<file path="config.mk">
export PLATFORM = sky130hd
export DESIGN_NAME = control_unit
export DESIGN_NICKNAME = d
export VERILOG_FILES = /design/src/rtl/control_unit.sv
export SDC_FILE = /design/constraint.sdc
export NUM_CORES = 1
export LEC_CHECK = 0
export CORE_AREA = 3 3 40 42
export CTS_CLUSTER_SIZE = 14
export DETAILED_ROUTE_END_ITERATION = 6
export DIE_AREA = 0 0 43 45
export PLACE_DENSITY = 0.73
export SYNTH_ARGS = -nofsm -noshare
export SYNTH_HDL_FRONTEND = slang
export SYNTH_SLANG_ARGS = --single-unit
</file>
<file path="constraint.sdc">
create_clock -name CLK -period 1.4 [get_ports CLK]
set_input_delay 0.35 -clock CLK [delete_from_list [all_inputs] [get_ports CLK]]
set_output_delay 0.35 -clock CLK [all_outputs]
set_load 0.05 [all_outputs]
</file>
<file path="src/rtl/control_unit.sv">
// Main instruction decoder: {OP, VEC} -> registered datapath control word, 1-cycle latency.
// Define VECTOR_OPS_EN to enable the vector ALU variants and the vector shift opcodes.
module control_unit (
  input  logic       CLK,
  input  logic       RST,
  input  logic [5:0] OP,
  input  logic       VEC,
  output logic       REG_WRITE,
  output logic       MEM_TO_REG,
  output logic       MEM_WRITE,
  output logic [3:0] ALU_CONTROL,
  output logic [1:0] ALU_SRC,
  output logic       BRANCH,
  output logic       NOT_EQUAL
);

  localparam logic [5:0] OpAdd  = 6'b000000;
  localparam logic [5:0] OpAddi = 6'b000001;
  localparam logic [5:0] OpSub  = 6'b000010;
  localparam logic [5:0] OpSubi = 6'b000011;
  localparam logic [5:0] OpXor  = 6'b000100;
  localparam logic [5:0] OpXori = 6'b000101;
  localparam logic [5:0] OpMult = 6'b000110;
  localparam logic [5:0] OpSlv  = 6'b000111;
  localparam logic [5:0] OpSrv  = 6'b001000;
  localparam logic [5:0] OpSclv = 6'b001001;
  localparam logic [5:0] OpScrv = 6'b001010;
  localparam logic [5:0] OpLw   = 6'b001011;
  localparam logic [5:0] OpSw   = 6'b001100;
  localparam logic [5:0] OpJ    = 6'b001101;
  localparam logic [5:0] OpBeq  = 6'b010000;

  localparam logic [1:0] SrcReg   = 2'b00;
  localparam logic [1:0] SrcImm   = 2'b01;
  localparam logic [1:0] SrcVec   = 2'b10;
  localparam logic [1:0] SrcShamt = 2'b11;

  logic       w_reg_write;
  logic       w_mem_to_reg;
  logic       w_mem_write;
  logic [3:0] w_alu_control;
  logic [1:0] w_alu_src;
  logic       w_branch;
  logic       w_not_equal;
  logic       w_vec;

`ifdef VECTOR_OPS_EN
  assign w_vec = VEC;
`else
  logic w_unused_vec;
  assign w_unused_vec = VEC;
  assign w_vec        = 1'b0;
`endif

  always_comb begin
    w_reg_write   = 1'b0;
    w_mem_to_reg  = 1'b0;
    w_mem_write   = 1'b0;
    w_alu_control = 4'b0000;
    w_alu_src     = SrcReg;
    w_branch      = 1'b0;
    w_not_equal   = 1'b0;
    // Vector variants set ALU_CONTROL[3] and take operand B from the vector file.
    unique case (OP)
      OpAdd, OpSub, OpXor: begin
        w_reg_write   = 1'b1;
        w_alu_control = {w_vec, 1'b0, OP[2:1]};
        w_alu_src     = w_vec ? SrcVec : SrcReg;
      end
      OpAddi, OpSubi, OpXori: begin
        w_reg_write   = 1'b1;
        w_alu_control = {2'b00, OP[2:1]};
        w_alu_src     = SrcImm;
      end
      OpMult: begin
        w_reg_write   = 1'b1;
        w_alu_control = 4'b0011;
      end
`ifdef VECTOR_OPS_EN
      OpSlv:  begin w_reg_write = 1'b1; w_alu_control = 4'b0100; w_alu_src = SrcShamt; end
      OpSrv:  begin w_reg_write = 1'b1; w_alu_control = 4'b0101; w_alu_src = SrcShamt; end
      OpSclv: begin w_reg_write = 1'b1; w_alu_control = 4'b0110; w_alu_src = SrcShamt; end
      OpScrv: begin w_reg_write = 1'b1; w_alu_control = 4'b0111; w_alu_src = SrcShamt; end
`endif
      OpLw: begin
        w_reg_write  = 1'b1;
        w_mem_to_reg = 1'b1;
        w_alu_src    = SrcImm;
      end
      OpSw: begin
        w_mem_write = 1'b1;
        w_alu_src   = SrcImm;
      end
      // ALU op 1111 never yields zero, so BRANCH with NOT_EQUAL makes the jump unconditional.
      OpJ: begin
        w_alu_control = 4'b1111;
        w_branch      = 1'b1;
        w_not_equal   = 1'b1;
      end
      OpBeq: begin
        w_alu_control = 4'b0001;
        w_branch      = 1'b1;
      end
      default: ;
    endcase
  end

  always_ff @(posedge CLK) begin
    if (RST) begin
      REG_WRITE   <= 1'b0;
      MEM_TO_REG  <= 1'b0;
      MEM_WRITE   <= 1'b0;
      ALU_CONTROL <= 4'b0000;
      ALU_SRC     <= SrcReg;
      BRANCH      <= 1'b0;
      NOT_EQUAL   <= 1'b0;
    end else begin
      REG_WRITE   <= w_reg_write;
      MEM_TO_REG  <= w_mem_to_reg;
      MEM_WRITE   <= w_mem_write;
      ALU_CONTROL <= w_alu_control;
      ALU_SRC     <= w_alu_src;
      BRANCH      <= w_branch;
      NOT_EQUAL   <= w_not_equal;
    end
  end

endmodule

</file>
==> flow_summary.json <==
{
  "vias": 388,
  "leakage_nw": 0.3194,
  "htreeDepth": 1,
  "clkTransAtPathRegs_ps": 50,
  "ys_seq_elements": 8,
  "synth_area_leader_cell": "dfxtp_1",
  "via_per_inst": 4.911,
  "antenna_left": 0,
  "cp_data_arrival_time_ps": 1490,
  "hpwl_um": 749.6,
  "async_flop_share": 0,
  "drc": 0,
  "synth_top_family_by_area": "simple AND/OR/NAND/NOR gates",
  "holdPathEnd": "ALU_CONTROL[0]$_SDFF_PP0_",
  "finalSetupViolations": 0,
  "antenna_found_initial": 0,
  "slew_violations": 0,
  "path_class": "in2reg",
  "ctsResizeCount": 0,
  "worstHoldStart": "OP[4]",
  "syn_to_final_growth_pct": 89.42,
  "internal-power_w": 0.0003896,
  "path_cells": "clkdlybuf4s50_1 -> or3_4 -> nor4b_2",
  "synth.area.top_cells": "dfxtp_1 (41%), nor4b_2 (7.7%), buf_4 (5.8%)",
  "placedCellCount": 76,
  "nNetsFinal": 75,
  "total_power_w": 0.0005204,
  "rsz0062_at_grt": "false",
  "swShare": 0.2514,
  "maxCapViolCount": 0,
  "grt_max_degree": 8,
  "synth_fa_ha_area_frac": 0,
  "std_cell_rows": 13,
  "post-route-min-period_ps": 1325,
  "yosysSeqAreaShare": 0.4103,
  "fin_tns_setup_ps": 0,
  "n_antenna_cell": 0,
  "hold_buffers": 0,
  "layoutNonFillerInstCount": 79,
  "p_comb_frac": 0.222,
  "layout-drive-gt1-share": 0.4063,
  "yosysMostFrequentCell": "dfxtp_1",
  "wl_per_cell_um": 11.57,
  "hold_depth": 4,
  "synthCells": 41,
  "max_freq_ghz": 0.7546,
  "power_density_nw_per_um2": 703.7,
  "grt_usage": 0.1160,
  "p_sw_w": 0.0001308,
  "clkSinkCount": 8,
  "power_frac_clock": 0.326,
  "p_seq_frac": 0.452,
  "startpoint_type": "input pin",
  "die-area_um2": 1935,
  "postCtsSetupRepairBufs": 0,
  "syn_nets": 50,
  "synth_ff_type": "dfxtp_1",
  "synth.distinct_cells": 24,
  "clock-root-buffer": "clkbuf_4",
  "max-vdd-ir-drop_uv": 260.4,
  "cts_buffers": 3,
  "critPathMaxFanout": 3,
  "grt_pass1_vias": 358,
  "synth.avg_cell_area_um2": 9.521,
  "grt.overflow.total": 0,
  "muxShareOfSynthArea": 0.05128,
  "hold-worst-slack_ps": 552.9,
  "status": "finished, final reports clean",
  "cts_tree": "yes",
  "cp-end-kind": "register",
  "io_pins": 20,
  "hold_class": "in2reg",
  "synth.cells.most_frequent": "dfxtp_1 (8), and3_1 (3), buf_2 (3), buf_4 (3)",
  "synth_edf_count": 0,
  "die_w_um": 43,
  "syn-cell-area_um2": 390.4,
  "wl_um": 914,
  "drtPass1Iterations": 2,
  "clk_path_buf_depth": 2,
  "drtIter0Drc": 2,
  "synthSimpleGateAreaFrac": 0.3622,
  "port_buffers": 17,
  "critPathSlowestCell": "clkdlybuf4s50_1",
  "yosysTopAreaCellShare": 0.4103,
  "slowest_delay_ps": 480,
  "post-place-ws_ps": -199.9,
  "core_area_um2": 1285,
  "synth_xor_area_frac": 0,
  "synth_compound_area_frac": 0.06090,
  "start_util": 0.3038,
  "place.gp.congestion": 0.8458,
  "hold_viol": 0,
  "yosysWarnings": 0,
  "required_ps": 1570,
  "die_h_um": 45,
  "grt_pass1_wl_um": 1504,
  "fin_crit_sh": 0.9466,
  "setup_ws_ps": 74.79
}
-- cells by family (layout without fill, tap and decap cells) --
family	after synthesis	after routing
AO/OA/AOI/OAI	4	4
buffers and inverters	7	30
flip-flops	8	8
multiplexers	2	2
other	1	1
AND/OR/NAND/NOR	19	19
-- area by class of cell --
cell class | instances | area (um^2)
Timing Repair Buffer | 26 | 340.3
Multi-Input combinational cell | 26 | 193.9
Sequential cell | 8 | 160.2
Fill cell | 109 | 545.5
Clock buffer | 3 | 22.52
Inverter | 1 | 3.754
Tap cell | 15 | 18.77
-- per-stage QoR --
stage | area, um^2 | utilization
after global routing | 739.5 | 0.5755
after detailed placement | 709.4 | 0.5521
after global placement | 709.4 | 0.5521
after floorplan | 390.4 | -
final | 739.5 | 0.5755
after CTS | 732.0 | 0.5696
-- power by group through the flow --
stage	registers, W	clock network (W)	logic, W
2_1_floorplan	0.000250	0	0.0000418
3_3_place_gp	0.000239	0	0.000111
3_5_place_dp	0.000240	0	0.000114
4_1_cts	0.000235	0.000176	0.000115
5_1_grt	0.000235	0.000191	0.000123
6_report	0.000235	0.000170	0.000116
-- critical path: cells and delay by family --
| kind | cells | cell delay, ps |
|---|---|---|
| buffers and inverters | 1 | 480 |
| and+or+nand+nor | 2 | 660 |
-- cell usage in the layout (no fill, tap or decap) --
cell	synthesis	layout
o21ai_0	1	1
and3_1	3	3
nand3_1	1	1
or3_4	1	1
conb_1	1	1
clkbuf_4	0	3
a31oi_1	1	1
nand4b_1	1	1
nor4b_1	1	1
a21oi_1	1	1
nor4_1	1	1
a211oi_1	1	1
dfxtp_1	8	8
and3b_1	1	1
nand2_1	1	1
nor2_1	2	2
buf_4	3	9
nor3b_1	1	1
buf_12	0	10
clkdlybuf4s50_1	0	6
nor3_1	2	1
dlymetal6s2s_1	0	1
nor4b_2	2	2
inv_1	1	1
nand3b_1	1	1
nor3_2	0	1
and2b_1	1	1
mux2i_1	2	2
-- routing by layer --
layer | vias to the layer above | GRT usage | share of wire
met2 | 19 | 0.1886 | 0.48
li1 | 190 | - | -
met5 | - | 0 | 0
met3 | 5 | 0.05179 | 0.084
met4 | 0 | 0.1084 | 0.039
met1 | 174 | 0.1092 | 0.40
-- sequential cells by signal, summed over array words and instances, names as in the netlist --
signal       flops
REG_WRITE        1
MEM_WRITE        1
NOT_EQUAL        1
ALU_CONTROL      2
MEM_TO_REG       1
ALU_SRC          1
BRANCH           1
-- worst max path at each step --
stage | start | endpoint | cells past startpoint
floorplan | NOT_EQUAL$_SDFF_PP0_ | ALU_CONTROL[2] | 1
global placement | OP[4] | MEM_TO_REG$_SDFF_PP0_ | 3
detailed placement | OP[4] | MEM_TO_REG$_SDFF_PP0_ | 3
CTS | OP[4] | MEM_TO_REG$_SDFF_PP0_ | 3
global route | OP[0] | BRANCH$_SDFF_PP0_ | 4
finish | OP[5] | MEM_TO_REG$_SDFF_PP0_ | 3
No activity file was read; power rests on OpenSTA's default activity.
